### config.mk
export PLATFORM = sky130hd
export DESIGN_NAME = piso_serializer
export DESIGN_NICKNAME = d
export VERILOG_FILES = /design/src/rtl/piso_serializer.sv
export SDC_FILE = /design/constraint.sdc
export NUM_CORES = 1
export LEC_CHECK = 0
export ABC_AREA = 1
export CELL_PAD_IN_SITES_DETAIL_PLACEMENT = 2
export CELL_PAD_IN_SITES_GLOBAL_PLACEMENT = 2
export CORE_AREA = 2 2 47 71
export DETAILED_ROUTE_END_ITERATION = 16
export DIE_AREA = 0 0 49 73
export PLACE_DENSITY = 0.67
export SLEW_MARGIN = 15
export SYNTH_ARGS = -nofsm -noshare
export SYNTH_HDL_FRONTEND = slang
export SYNTH_SLANG_ARGS = --single-unit
export TNS_END_PERCENT = 1
### constraint.sdc
create_clock -name clk -period 1.1 [get_ports clk]
set_clock_uncertainty 0.05 [all_clocks]
set_input_delay 0.22 -clock clk [delete_from_list [all_inputs] [get_ports clk]]
set_output_delay 0.22 -clock clk [all_outputs]
set_load 0.05 [all_outputs]
### src/rtl/piso_serializer.sv
// -----------------------------------------------------------------------------
// piso_serializer
//
// Parallel-in / serial-out converter with valid/ready handshakes on both
// sides. A word is captured in IDLE, then emitted MSB first, one bit per
// accepted beat. The downstream side may stall at any beat; the beat is held
// stable until it is accepted.
//
// Optional feature (compile-time macro PISO_PARITY_EN):
//   When defined, every word is followed by one extra even-parity beat
//   (XOR of all data bits). In that build ser_last marks the parity beat
//   instead of the LSB beat.
//
// Parameters:
//   WIDTH      parallel word width, 2..32
//
// Ports:
//   clk        clock, all state changes on the rising edge
//   rst_n      synchronous active-low reset
//   load_valid upstream presents a word on load_data
//   load_data  parallel word (WIDTH bits)
//   load_ready block accepts a word this cycle (high only in IDLE)
//   ser_out    serial data bit
//   ser_valid  ser_out carries a valid beat
//   ser_last   final beat of the current word
//   ser_ready  downstream consumes the current beat
// -----------------------------------------------------------------------------
module piso_serializer #(
  parameter int WIDTH = 8
) (
  input  logic             clk,
  input  logic             rst_n,
  input  logic             load_valid,
  input  logic [WIDTH-1:0] load_data,
  output logic             load_ready,
  output logic             ser_out,
  output logic             ser_valid,
  output logic             ser_last,
  input  logic             ser_ready
);

  // Index counter width; WIDTH >= 2 guarantees at least one bit.
  localparam int IW = $clog2(WIDTH);

  localparam logic [IW-1:0] IDX_TOP  = IW'(WIDTH - 1);
  localparam logic [IW-1:0] IDX_ZERO = '0;
  localparam logic [IW-1:0] IDX_ONE  = IW'(1);

  localparam logic [1:0] ST_IDLE   = 2'd0;
  localparam logic [1:0] ST_SHIFT  = 2'd1;
`ifdef PISO_PARITY_EN
  localparam logic [1:0] ST_PARITY = 2'd2;
`endif

  // ---------------------------------------------------------------------------
  // Helper functions
  // ---------------------------------------------------------------------------

  // Index-driven WIDTH:1 selector. Written as an explicit compare-and-pick
  // loop so the mux is fully defined even when WIDTH is not a power of two
  // (unreachable index codes simply select 0).
  function automatic logic sel_bit(input logic [WIDTH-1:0] word,
                                   input logic [IW-1:0]    idx);
    logic b;
    b = 1'b0;
    for (int i = 0; i < WIDTH; i++) begin
      if (idx == IW'(i)) begin
        b = word[i];
      end
    end
    return b;
  endfunction

`ifdef PISO_PARITY_EN
  // Even parity: the extra bit makes the total number of ones even.
  function automatic logic even_parity(input logic [WIDTH-1:0] word);
    return ^word;
  endfunction
`endif

  // ---------------------------------------------------------------------------
  // State
  // ---------------------------------------------------------------------------
  logic [1:0]       state_q, state_d;
  logic [WIDTH-1:0] held_q,  held_d;
  logic [IW-1:0]    idx_q,   idx_d;

  logic load_fire;
  logic beat_fire;

  assign load_fire = load_valid && load_ready;
  assign beat_fire = ser_valid && ser_ready;

  // ---------------------------------------------------------------------------
  // Next-state logic
  // ---------------------------------------------------------------------------
  always_comb begin
    state_d = state_q;
    held_d  = held_q;
    idx_d   = idx_q;

    case (state_q)
      ST_IDLE: begin
        if (load_fire) begin
          held_d  = load_data;
          idx_d   = IDX_TOP;
          state_d = ST_SHIFT;
        end
      end

      ST_SHIFT: begin
        // Nothing moves while the beat is stalled; the held word and index
        // only change on an accepted beat.
        if (beat_fire) begin
          if (idx_q != IDX_ZERO) begin
            idx_d = idx_q - IDX_ONE;
          end else begin
`ifdef PISO_PARITY_EN
            state_d = ST_PARITY;
`else
            state_d = ST_IDLE;
`endif
          end
        end
      end

`ifdef PISO_PARITY_EN
      ST_PARITY: begin
        if (beat_fire) begin
          state_d = ST_IDLE;
        end
      end
`endif

      default: begin
        state_d = ST_IDLE;
      end
    endcase
  end

  // ---------------------------------------------------------------------------
  // Registers (reset wins over any handshake in the same cycle)
  // ---------------------------------------------------------------------------
  always_ff @(posedge clk) begin
    if (!rst_n) begin
      state_q <= ST_IDLE;
      held_q  <= '0;
      idx_q   <= '0;
    end else begin
      state_q <= state_d;
      held_q  <= held_d;
      idx_q   <= idx_d;
    end
  end

  // ---------------------------------------------------------------------------
  // Outputs (pure decode of registered state, no input-to-output paths
  // except through the handshake qualifiers above)
  // ---------------------------------------------------------------------------
  always_comb begin
    load_ready = 1'b0;
    ser_valid  = 1'b0;
    ser_last   = 1'b0;
    ser_out    = 1'b0;

    case (state_q)
      ST_IDLE: begin
        load_ready = 1'b1;
      end

      ST_SHIFT: begin
        ser_valid = 1'b1;
        ser_out   = sel_bit(held_q, idx_q);
`ifdef PISO_PARITY_EN
        ser_last  = 1'b0;
`else
        ser_last  = (idx_q == IDX_ZERO);
`endif
      end

`ifdef PISO_PARITY_EN
      ST_PARITY: begin
        ser_valid = 1'b1;
        ser_last  = 1'b1;
        ser_out   = even_parity(held_q);
      end
`endif

      default: begin
        load_ready = 1'b0;
      end
    endcase
  end

endmodule

# Yosys cells after proc, flatten, opt, wreduce, memory -nomap -nowiden
# Cells that the tools add are included.
dict set report word_totals {
  reg_bits 13
  wordCells 45
}
dict set report op_classes {
  n_addsub 1
  eq_ne 12
  mux 20
  reduce_logical 9
}
# op count
set ops {}
lappend ops {{3-bit equality test, second input constant} 4}
lappend ops {{1-bit 2-to-1 mux} 12}
lappend ops {{3-bit 2-to-1 mux} 3}
lappend ops {{2-bit != test, second input constant} 4}
lappend ops {{3-bit by 2-bit equality test with 1-bit output, second input constant} 2}
lappend ops {{2-bit 2-to-1 mux} 3}
lappend ops {{3-bit one-hot mux with 2 select lines} 1}
lappend ops {{2-bit one-hot mux with 2 select lines} 1}
lappend ops {{4-bit AND reduction} 1}
lappend ops {{3-bit by 1-bit equality test with 1-bit output, second input constant} 1}
lappend ops {{3-bit zero test} 1}
lappend ops {{3-bit AND reduction} 1}
lappend ops {{3-bit nonzero test} 1}
lappend ops {{3-bit by 1-bit subtractor with 3-bit output, second input constant} 1}
lappend ops {{2-bit by 1-bit equality test with 1-bit output, second input constant} 1}
lappend ops {{1-bit logical AND} 2}
lappend ops {{2-bit zero test} 1}
lappend ops {{2-bit AND reduction} 1}
lappend ops {{2-bit nonzero test} 1}

# Depth between registers and ports, before layout
dict set report depth {
  ltp_word 10
  ltp_mapped 9
}

# Least setup slack after synthesis
# Ideal clock, no wire load.
dict set report synth_timing {
  path_type {register -> output}
  from {reg state_q[0]}
  to {out ser_out}
  arrival_ps 2167
  path_slack_ps -1337
  stages_incl_launch_ff 5
  n_path_buf 0
  cell_sequence {dfxtp_1 -> inv_1 -> a21oi_1 -> o31ai_1 -> a21oi_1}
}
dict set report synth_between {
  elab_chain_len 2
}
# element line_no
set synth_rtl {}
lappend synth_rtl {{start, declared} 84} ;# logic [1:0] state_q, state_d;
lappend synth_rtl {{start signal, assigned} 150} ;# state_q <= state_d;
lappend synth_rtl {{2-bit by 1-bit equality test with 1-bit output} 166} ;# case (state_q)
lappend synth_rtl {{1-bit 2-to-1 mux} 166}
lappend synth_rtl {{end, declared} 36} ;# output logic ser_out,
# Every way passes these cells.

# Worst setup path in the final report
dict set report layout_timing {
  from {reg idx_q[0]}
  to {out ser_out}
}
dict set report layout_between {
  elab_chain_len 10
  word_cells_on_any_way 17
}
# element line_no
set layout_rtl {}
lappend layout_rtl {{start, declared} 86} ;# logic [IW-1:0] idx_q, idx_d;
lappend layout_rtl {{start signal, assigned} 152} ;# idx_q <= idx_d;
lappend layout_rtl {{3-bit zero test} 67} ;# if (idx == IW'(i)) begin
lappend layout_rtl {{1-bit 2-to-1 mux (7 in series)} 67}
lappend layout_rtl {{1-bit 2-to-1 mux *} 67}
lappend layout_rtl {{1-bit 2-to-1 mux *} 166}
# Every way passes the cells marked *; elsewhere a longest branch is shown, timed or not.

==> impl_metrics.json <==
{
  "status": "finished, violations left",
  "violations": "setup timing",
  "setup_slack_ns": -0.5852,
  "synthCells": 87,
  "drv_cap": 0,
  "die_width_microns": 49,
  "worstPathRequired_ns": 0.83,
  "tightest_slew_ns": 0.2513,
  "clk_path_buf_depth": 2,
  "critPathKind": "reg -> out",
  "rows": 25,
  "drcViolationCount": 0,
  "firstDrtPassIters": 2,
  "cts-htree-levels": 1,
  "cts_tree": "yes",
  "overflow": 0,
  "p_leak_uw": 0.0004871,
  "clock-root-buffer": "clkbuf_8",
  "io_pins": 16,
  "num_antenna_cells": 0,
  "yosysTopAreaCellShare_pct": 38.71,
  "final_cell_mix": "nor2_1 (17), buf_4 (17), clkdlybuf4s50_1 (11)",
  "die_area_sq_um": 3577,
  "tns_ns": -2.635,
  "rsz0062_at_grt": "true",
  "synth-warning-count": 0,
  "place_hpwl_mm": 1.597,
  "cts_buffers": 3,
  "grt_max_degree": 11,
  "whs_ns": 0.4474,
  "grt-busiest-layer": "met2",
  "path_clk_slew_ns": 0.06,
  "use_met1_pct": 12.48,
  "slew_headroom_pct": 83.23,
  "hold_viol": 0,
  "drt-wirelength-per-cell_microns": 13.39,
  "area_growth_pct": 85.69,
  "use_met3_pct": 1.230,
  "ant_nets": 0,
  "fin_crit_sh_pct": 153.2,
  "die_y_microns": 73,
  "synth_fp_nets": 104,
  "grtUsageMet2_pct": 29.22,
  "num_vias": 692,
  "antenna_found_initial": 0,
  "p_total_uw": 1526,
  "rr_endpoint": "idx_q[2]$_SDFFE_PN0P_",
  "synth.area.top_cells": "dfxtp_1 (39%), nor2_1 (11%), ha_1 (10%)",
  "io_buffers": 15,
  "vdd.ir_drop.worst_v": 0.0007535,
  "drtIter0Drc": 3,
  "insertion_delay_ns": 0.24,
  "endpoint": "ser_out",
  "setup_violations": 16,
  "ys_types": 17,
  "final_cells": 161,
  "crit_start": "idx_q[0]$_SDFFE_PN0P_",
  "cp-end-kind": "output port",
  "slew_violations": 0,
  "via_per_inst": 4.298,
  "initial_core_util_pct": 20.45,
  "synth_area_sq_um": 620.6,
  "holdCritPathClass": "reg -> reg",
  "first_global_vias": 820,
  "r2r_start": "idx_q[0]$_SDFFE_PN0P_",
  "r2r_slack_ns": -0.44,
  "wl_mm": 2.156,
  "yosys.area.top_type": "dfxtp_1",
  "layout_min_cycle_time_ns": 1.685,
  "core_sq_um": 3034,
  "max_freq_mhz": 593.4,
  "ys_ff_latch": 12,
  "cp-start-kind": "flip-flop",
  "place_congestion": 0.7200,
  "syn_avg_cell_area_sq_um": 7.133,
  "synth-seq-area-share_pct": 38.71,
  "final_core_util_pct": 37.98,
  "grt_pass1_wl_mm": 3.663,
  "cts_sinks": 12,
  "critical_path.max_fanout": 3,
  "grt_usage_pct": 13.58,
  "cp_data_arrival_time_ns": 1.42,
  "dp.cells": 152,
  "reg2reg_depth": 9,
  "nNetsFinal": 139,
  "drive_above_1_share_pct": 42.15,
  "power_density_nw_per_um2": 1324
}
## final cells by class
| cell class | count | area (sq um) |
|---|---|---|
| Clock buffer | 4 | 55.05 |
| Fill cell | 358 | 1882 |
| Inverter | 12 | 53.80 |
| Multi-Input combinational cell | 61 | 422.9 |
| Sequential cell | 12 | 252.7 |
| Tap cell | 40 | 50.05 |
| Timing Repair Buffer | 32 | 317.8 |
## what timing repair did
item,CTS,global route
gates cloned,0,0
setup buffers,4,1
pin swaps,7,7
setup endpoints to repair,16,16
hold buffers,0,0
resized for setup,21,7
## metal layers
layer | up-vias | wire [microns]
li1 | 341 | -
met1 | 337 | 739
met2 | 10 | 1355
met3 | 4 | 40
met4 | 0 | 21
met5 | - | 0
## flip-flops by register name (all words and copies together) (netlist names)
signal,count
state_q,1
idx_q,3
held_q,8
## worst max-delay path: stages (launching register included)
cell and delay (ns):
dfxtp_4 0.36, inv_4 0.08, ha_4 0.15, nand2_4 0.05, nand2_2 0.05, nand2_1 0.05, nand2_1 0.07, nand2_2 0.07
a21oi_4 0.14, buf_12 0.15
## worst min path at each step
stage                                 from                     end  slack (ns)  cells past startpoint
finish              held_q[4]$_SDFFE_PN0P_  held_q[4]$_SDFFE_PN0P_        0.45                      2
detailed placement  held_q[4]$_SDFFE_PN0P_  held_q[4]$_SDFFE_PN0P_        0.44                      2
global placement    held_q[4]$_SDFFE_PN0P_  held_q[4]$_SDFFE_PN0P_        0.42                      2
floorplan                            rst_n   idx_q[0]$_SDFFE_PN0P_        0.31                      2
CTS                 held_q[4]$_SDFFE_PN0P_  held_q[4]$_SDFFE_PN0P_        0.45                      2
global route        held_q[4]$_SDFFE_PN0P_  held_q[4]$_SDFFE_PN0P_        0.47                      2
## synthesized netlist by cell type, drive strengths merged
cell type  count
nor2          19
a31oi          3
nand3          3
nand2         15
o31ai          1
buf            2
o21ai         12
inv           12
dfxtp         12
a21oi          3
ha             5
## power by group
part,switching (uW),leakage (uW),internal (uW)
registers,36.9,0.000102,478
logic,266,0.000357,255
clock network,173,0.0000288,317
total,476,0.000487,1050
## logic make-up after synthesis
kind of cell | Yosys count | share of synthesized area [%]
buf+inv | 14 | 8.667
compound gates | 19 | 16.33
flops | 12 | 38.71
fa+ha+maj | 5 | 10.08
simple gates | 37 | 26.21
## metrics by stage
stage / setup WS (ns) / instance area [sq um]
finish: -0.5852 / 1152
global route: -0.6565 / 1152
CTS: -0.5936 / 1124
detailed placement: -0.4272 / 967.2
global placement: -0.4102 / 967.2
floorplan: -0.5756 / 645.6
No activity file was read; power rests on OpenSTA's default activity.
